===== config.mk =====
export PLATFORM = sky130hd
export DESIGN_NAME = chan_router
export DESIGN_NICKNAME = d
export VERILOG_FILES = /design/src/rtl/chan_router_pkg.sv /design/src/rtl/chan_cell.sv /design/src/rtl/chan_router.sv
export SDC_FILE = /design/constraint.sdc
export NUM_CORES = 1
export LEC_CHECK = 0
export CORE_MARGIN = 2
export CORE_UTILIZATION = 55
export CTS_BUF_LIST = sky130_fd_sc_hd__clkbuf_4 sky130_fd_sc_hd__clkbuf_8 sky130_fd_sc_hd__clkbuf_16
export DETAILED_ROUTE_END_ITERATION = 6
export PLACE_DENSITY = 0.87
export RECOVER_POWER = 50
export SLEW_MARGIN = 10
export SYNTH_ARGS = -nofsm -noshare
export SYNTH_HDL_FRONTEND = slang
export SYNTH_SLANG_ARGS = --single-unit
export TNS_END_PERCENT = 1

===== constraint.sdc =====
create_clock -name clk -period 2.15 [get_ports clk]
set_clock_uncertainty 0.2 [all_clocks]
set_input_delay 0.215 -clock clk [delete_from_list [all_inputs] [get_ports clk]]
set_output_delay 0.215 -clock clk [all_outputs]
set_load 0.005 [all_outputs]

===== src/rtl/chan_router_pkg.sv =====
// Shared types and helpers for the channel router.
package chan_router_pkg;

  typedef enum logic {WR_LOAD = 1'b0, WR_XOR = 1'b1} wr_mode_t;
  typedef enum logic {RD_DIRECT = 1'b0, RD_SCAN = 1'b1} rd_mode_t;

  // Saturating +1 on the low `width` bits; all-ones stays all-ones.
  function automatic logic [31:0] sat_inc(input logic [31:0] cnt, input int unsigned width);
    logic [31:0] max_val;
    max_val = (32'd1 << width) - 32'd1;
    return (cnt == max_val) ? cnt : cnt + 32'd1;
  endfunction

endpackage


===== src/rtl/chan_cell.sv =====
// One router channel: data register plus saturating write counter.
module chan_cell
  import chan_router_pkg::*;
#(
  parameter int unsigned DATA_W = 1,
  parameter int unsigned CNT_W  = 4
) (
  input  logic              clk,
  input  logic              rst_n,
  input  logic              clr,
  input  logic              wr_en,
  input  logic [DATA_W-1:0] din,
  input  wr_mode_t          wr_mode,
  output logic [DATA_W-1:0] data,
  output logic [CNT_W-1:0]  cnt
);

  logic [DATA_W-1:0] r_data;
  logic [CNT_W-1:0]  r_cnt;

  // Clear wins over a same-cycle write, dropping it.
  always_ff @(posedge clk or negedge rst_n) begin
    if (!rst_n) begin
      r_data <= '0;
      r_cnt  <= '0;
    end else if (clr) begin
      r_data <= '0;
      r_cnt  <= '0;
    end else if (wr_en) begin
      r_data <= (wr_mode == WR_XOR) ? (r_data ^ din) : din;
      r_cnt  <= CNT_W'(sat_inc(32'(r_cnt), CNT_W));
    end
  end

  assign data = r_data;
  assign cnt  = r_cnt;

endmodule


===== src/rtl/chan_router.sv =====
// Registered N-way write demux into channel cells with a direct/scan read mux.
module chan_router
  import chan_router_pkg::*;
#(
  parameter int unsigned SEL_W  = 2,
  parameter int unsigned DATA_W = 1,
  parameter int unsigned CNT_W  = 4
) (
  input  logic              clk,
  input  logic              rst_n,
  input  logic              clr,
  input  logic              in_valid,
  input  logic [DATA_W-1:0] din,
  input  logic [SEL_W-1:0]  wr_sel,
  input  logic              wr_mode,
  input  logic              rd_en,
  input  logic [SEL_W-1:0]  rd_sel,
  input  logic              rd_mode,
  output logic [DATA_W-1:0] dout,
  output logic [SEL_W-1:0]  dout_ch,
  output logic [CNT_W-1:0]  dout_cnt,
  output logic              dout_valid
);

  localparam int unsigned N = 1 << SEL_W;

  logic [N-1:0]      w_wr_en;
  logic [DATA_W-1:0] w_cell_data [N];
  logic [CNT_W-1:0]  w_cell_cnt  [N];
  logic [SEL_W-1:0]  w_rd_ch;
  logic              w_scan_step;

  logic [SEL_W-1:0]  r_scan_ptr;
  logic [DATA_W-1:0] r_dout;
  logic [SEL_W-1:0]  r_dout_ch;
  logic [CNT_W-1:0]  r_dout_cnt;
  logic              r_dout_valid;

  for (genvar gi = 0; gi < N; gi++) begin : g_chan
    assign w_wr_en[gi] = in_valid && (wr_sel == SEL_W'(gi));

    chan_cell #(
      .DATA_W(DATA_W),
      .CNT_W (CNT_W)
    ) u_cell (
      .clk    (clk),
      .rst_n  (rst_n),
      .clr    (clr),
      .wr_en  (w_wr_en[gi]),
      .din    (din),
      .wr_mode(wr_mode_t'(wr_mode)),
      .data   (w_cell_data[gi]),
      .cnt    (w_cell_cnt[gi])
    );
  end

  assign w_scan_step = rd_en && (rd_mode_t'(rd_mode) == RD_SCAN);
  assign w_rd_ch     = (rd_mode_t'(rd_mode) == RD_SCAN) ? r_scan_ptr : rd_sel;

  // N is a power of two, so the pointer wraps N-1 -> 0 by plain overflow.
  always_ff @(posedge clk or negedge rst_n) begin
    if (!rst_n) begin
      r_scan_ptr <= '0;
    end else if (w_scan_step) begin
      r_scan_ptr <= r_scan_ptr + 1'b1;
    end
  end

  always_ff @(posedge clk or negedge rst_n) begin
    if (!rst_n) begin
      r_dout       <= '0;
      r_dout_ch    <= '0;
      r_dout_cnt   <= '0;
      r_dout_valid <= 1'b0;
    end else begin
      r_dout_valid <= rd_en;
      if (rd_en) begin
        r_dout     <= w_cell_data[w_rd_ch];
        r_dout_ch  <= w_rd_ch;
        r_dout_cnt <= w_cell_cnt[w_rd_ch];
      end
    end
  end

  assign dout       = r_dout;
  assign dout_ch    = r_dout_ch;
  assign dout_cnt   = r_dout_cnt;
  assign dout_valid = r_dout_valid;

endmodule


==> impl_metrics.py <==
metrics = {
    "global_routing": {
        "number_of_antenna_violations_at_the_first_check_in_global_routing": 0,
        "grt_first_pass_wirelength_um": 6180,
        "pin_count_of_the_biggest_net_entering_global_routing": 31,
        "first_global_vias": 1372,
        "all_layer_gr_usage_pct": 23.5,
        "grt_overflow_total": 0,
    },
    "yosys": {
        "postSynth.asyncResetShare_pct": 100,
        "post_synth_instance_area_um2": 1710,
        "number_of_enable_flip_flop_cells_after_synthesis": 0,
        "synthTopCellsByCount": "sky130_fd_sc_hd__nor2_1 (33), sky130_fd_sc_hd__dfrtp_1 (30), sky130_fd_sc_hd__nand3_1 (11)",
        "syn-num-nets": 197,
        "post-synth-top-area-fraction_pct": 43.8,
        "ys_seq_elements": 30,
        "synth-seq-area-share_pct": 43.8,
        "yosysTopAreaCell": "sky130_fd_sc_hd__dfrtp_1",
        "netlist_instances": 181,
        "synth-warning-count": 0,
        "yosys-top-cells-area": "sky130_fd_sc_hd__dfrtp_1 (44%), sky130_fd_sc_hd__nor2_1 (7.2%), sky130_fd_sc_hd__a21boi_0 (4.4%), sky130_fd_sc_hd__xnor2_1 (3.6%), sky130_fd_sc_hd__nand3_1 (3.2%)",
        "synth.most_common_cell": "sky130_fd_sc_hd__nor2_1",
        "yosys.cell_types.count": 35,
        "postSynth.topFlopCell": "sky130_fd_sc_hd__dfrtp_1",
        "syn-mean-instance-area_um2": 9.46,
    },
    "critical_path": {
        "worstSetupStartpointType": "flop",
        "reg2reg_depth": 3,
        "startpoint_to_endpoint_class_of_the_critical_path": "reg -> reg",
        "ff2ff_setup_slack_ps": 490,
        "worstSetupEndpointType": "flop",
        "worstPathArrival_ps": 1710,
        "path_max_fanout": 14,
        "cp_data_required_time_ps": 2200,
    },
    "floorplanning": {
        "floorplan.die_area_um2": 3580,
        "die-width_um": 59.8,
        "design.core.area_um2": 3000,
        "rows": 20,
        "boundaryPins": 20,
        "fp.dieH_um": 59.8,
        "initial_utilization_pct": 57.0,
    },
    "sta": {
        "fin_hold_ws_ps": 257,
        "finalHoldViolCount": 0,
        "timing_worst_slew_pin_value_ps": 725,
        "final-max-slew-violation-count": 0,
        "final_period_minus_worst_setup_slack_ps": 1660,
        "finalSetupTns_ps": 0,
        "fmaxAchievable_ghz": 0.603,
        "finalSetupViolations": 0,
        "rsz0062_at_grt": "no",
        "min_period_over_period_pct": 77.1,
        "max_slew_margin_pct": 51.6,
    },
    "run": {
        "max-cap-violations": 0,
    },
    "placed_design": {
        "placed_cell_area_um2": 1940,
        "dpl.hpwl_um": 2740,
        "final_estimated_routing_congestion_in_global_placement": 0.822,
        "buffer_ports.inserted": 19,
    },
    "clock_network": {
        "cts.reportedPaths.clkPinSlew_ps": 100,
        "cts_setup_buffers": 0,
        "cts.hold.buffers_added": 0,
        "cts_inserted_buffers": 5,
        "cts_root_buf": "sky130_fd_sc_hd__clkbuf_4",
        "cts.sinks": 30,
        "post_cts_resize_count": 0,
        "clock_latency_ps": 330,
        "clock_tree.buffer_depth": 2,
        "h-tree-depth": 2,
        "clock_tree_from_tritoncts": "yes",
    },
    "route": {
        "postRouteWirelength_um": 3660,
        "dr.first_iter.drc_count": 92,
        "avgViaCountPerCell": 6.10,
        "number_of_remaining_drc_errors": 0,
        "antenna_left": 0,
        "route.detailed.wl_per_inst_um": 15.4,
        "firstDrtPassIters": 4,
        "vias": 1446,
    },
    "layout": {
        "fillers": 230,
        "areaGrowthSynthToFinish_pct": 17.5,
        "drive_above_1_share_pct": 9.80,
        "finalInstanceArea_um2": 2010,
        "antennaDiodeCount": 0,
        "fin_nets": 219,
    },
    "pwr": {
        "power.static_leakage_uw": 0.000808,
        "power.ir.vdd_worst_mv": 0.281,
        "power_density_nw_per_um2": 738,
    },
    "worst_hold_path": {
        "holdCritPathClass": "in -> async",
    },
    "status": {
        "run_status": "finished, final reports clean",
    },
}
## placed cells by master, fill, tap and decap left out, types with 2 or more instances in the layout
| cell | n |
|---|---|
| sky130_fd_sc_hd__a21boi_0 | 10 |
| sky130_fd_sc_hd__o21ai_0 | 6 |
| sky130_fd_sc_hd__nand3b_1 | 2 |
| sky130_fd_sc_hd__clkbuf_4 | 5 |
| sky130_fd_sc_hd__buf_4 | 2 |
| sky130_fd_sc_hd__a31oi_2 | 2 |
| sky130_fd_sc_hd__dfrtp_1 | 30 |
| sky130_fd_sc_hd__a21oi_1 | 7 |
| sky130_fd_sc_hd__clkbuf_8 | 3 |
| sky130_fd_sc_hd__nand2b_1 | 2 |
| sky130_fd_sc_hd__o32ai_1 | 5 |
| sky130_fd_sc_hd__ha_1 | 4 |
| sky130_fd_sc_hd__nand2_1 | 9 |
| sky130_fd_sc_hd__o22ai_1 | 5 |
| sky130_fd_sc_hd__mux2i_1 | 4 |
| sky130_fd_sc_hd__and3b_1 | 2 |
| sky130_fd_sc_hd__a31oi_1 | 5 |
| sky130_fd_sc_hd__xnor2_1 | 7 |
| sky130_fd_sc_hd__clkdlybuf4s50_1 | 16 |
| sky130_fd_sc_hd__dlygate4sd3_1 | 3 |
| sky130_fd_sc_hd__nand3_1 | 11 |
| sky130_fd_sc_hd__nor2_1 | 33 |
| sky130_fd_sc_hd__xor2_1 | 6 |
| sky130_fd_sc_hd__o21ai_1 | 3 |
| sky130_fd_sc_hd__a311oi_2 | 2 |
| sky130_fd_sc_hd__inv_1 | 7 |
## routing by layer
metal  GRT usage (%)  part of all wire [%]  up-vias
met5               0                     0        -
met4            9.52                   1.7        0
met3            7.58                   7.8       10
met2            36.8                    48       62
met1            30.0                    43      682
li1                -                     -      692
## metrics by stage
stage / std cells / util [%] / worst slack, ps / power (uW)
2_1_floorplan: 181 / - / 635 / 910
3_3_place_gp: 229 / 64.5 / 265 / 1050
3_5_place_dp: 229 / 64.5 / 191 / 1070
4_1_cts: 237 / 67.1 / 514 / 1490
5_1_grt: 237 / 67.0 / 361 / 1560
6_report: 237 / 67.0 / 492 / 1490
## state kept, by name, summed over array words and instances (netlist names)
register            count
dout_cnt                4
r_scan_ptr              2
g_chan.u_cell.data      4
g_chan.u_cell.cnt      16
dout_valid              1
dout_ch                 2
dout                    1
## final timing paths
path	startpoint	endpoint
setup / recovery	r_scan_ptr[0]	dout_cnt[1]
hold / removal	rst_n	g_chan[3].u_cell.cnt[2]
setup reg to reg	r_scan_ptr[0]	dout_cnt[1]
hold reg to reg	r_scan_ptr[1]	r_scan_ptr[1]
max in group asynchronous	rst_n	g_chan[0].u_cell.cnt[2]
min in group clk	r_scan_ptr[1]	r_scan_ptr[1]
## kinds of logic after synthesis
kind of cell | count (synthesis) | synth area share, %
buf+inv | 14 | 3.29
fa+ha+maj | 4 | 2.92
flops | 30 | 43.8
xor+xnor | 13 | 6.65
mux | 5 | 2.99
compound gates | 49 | 21.6
simple gates | 66 | 18.7
## critical path: stages, from the launching register on
cell and delay, ps:
sky130_fd_sc_hd__dfrtp_1 550, sky130_fd_sc_hd__mux2i_1 440, sky130_fd_sc_hd__o21ai_0 180, sky130_fd_sc_hd__a31oi_1 210
## area by class of cell
type / count / area [um^2] / share of cell area, %
clock buffer: 8 / 78.8 / 3.92
tap: 33 / 41.3 / 2.05
sequential: 30 / 751 / 37.3
inverter: 7 / 26.3 / 1.31
timing repair buffer: 22 / 210 / 10.4
multi-input combinational: 137 / 906 / 45.0
## power by group
part | internal, uW | leakage (uW) | switching [uW] | total (uW)
combinational | 192 | 0.000369 | 172 | 364
sequential | 625 | 0.000394 | 73.8 | 698
clock | 223 | 0.0000446 | 200 | 423
Power figures use the tool's default switching activity.
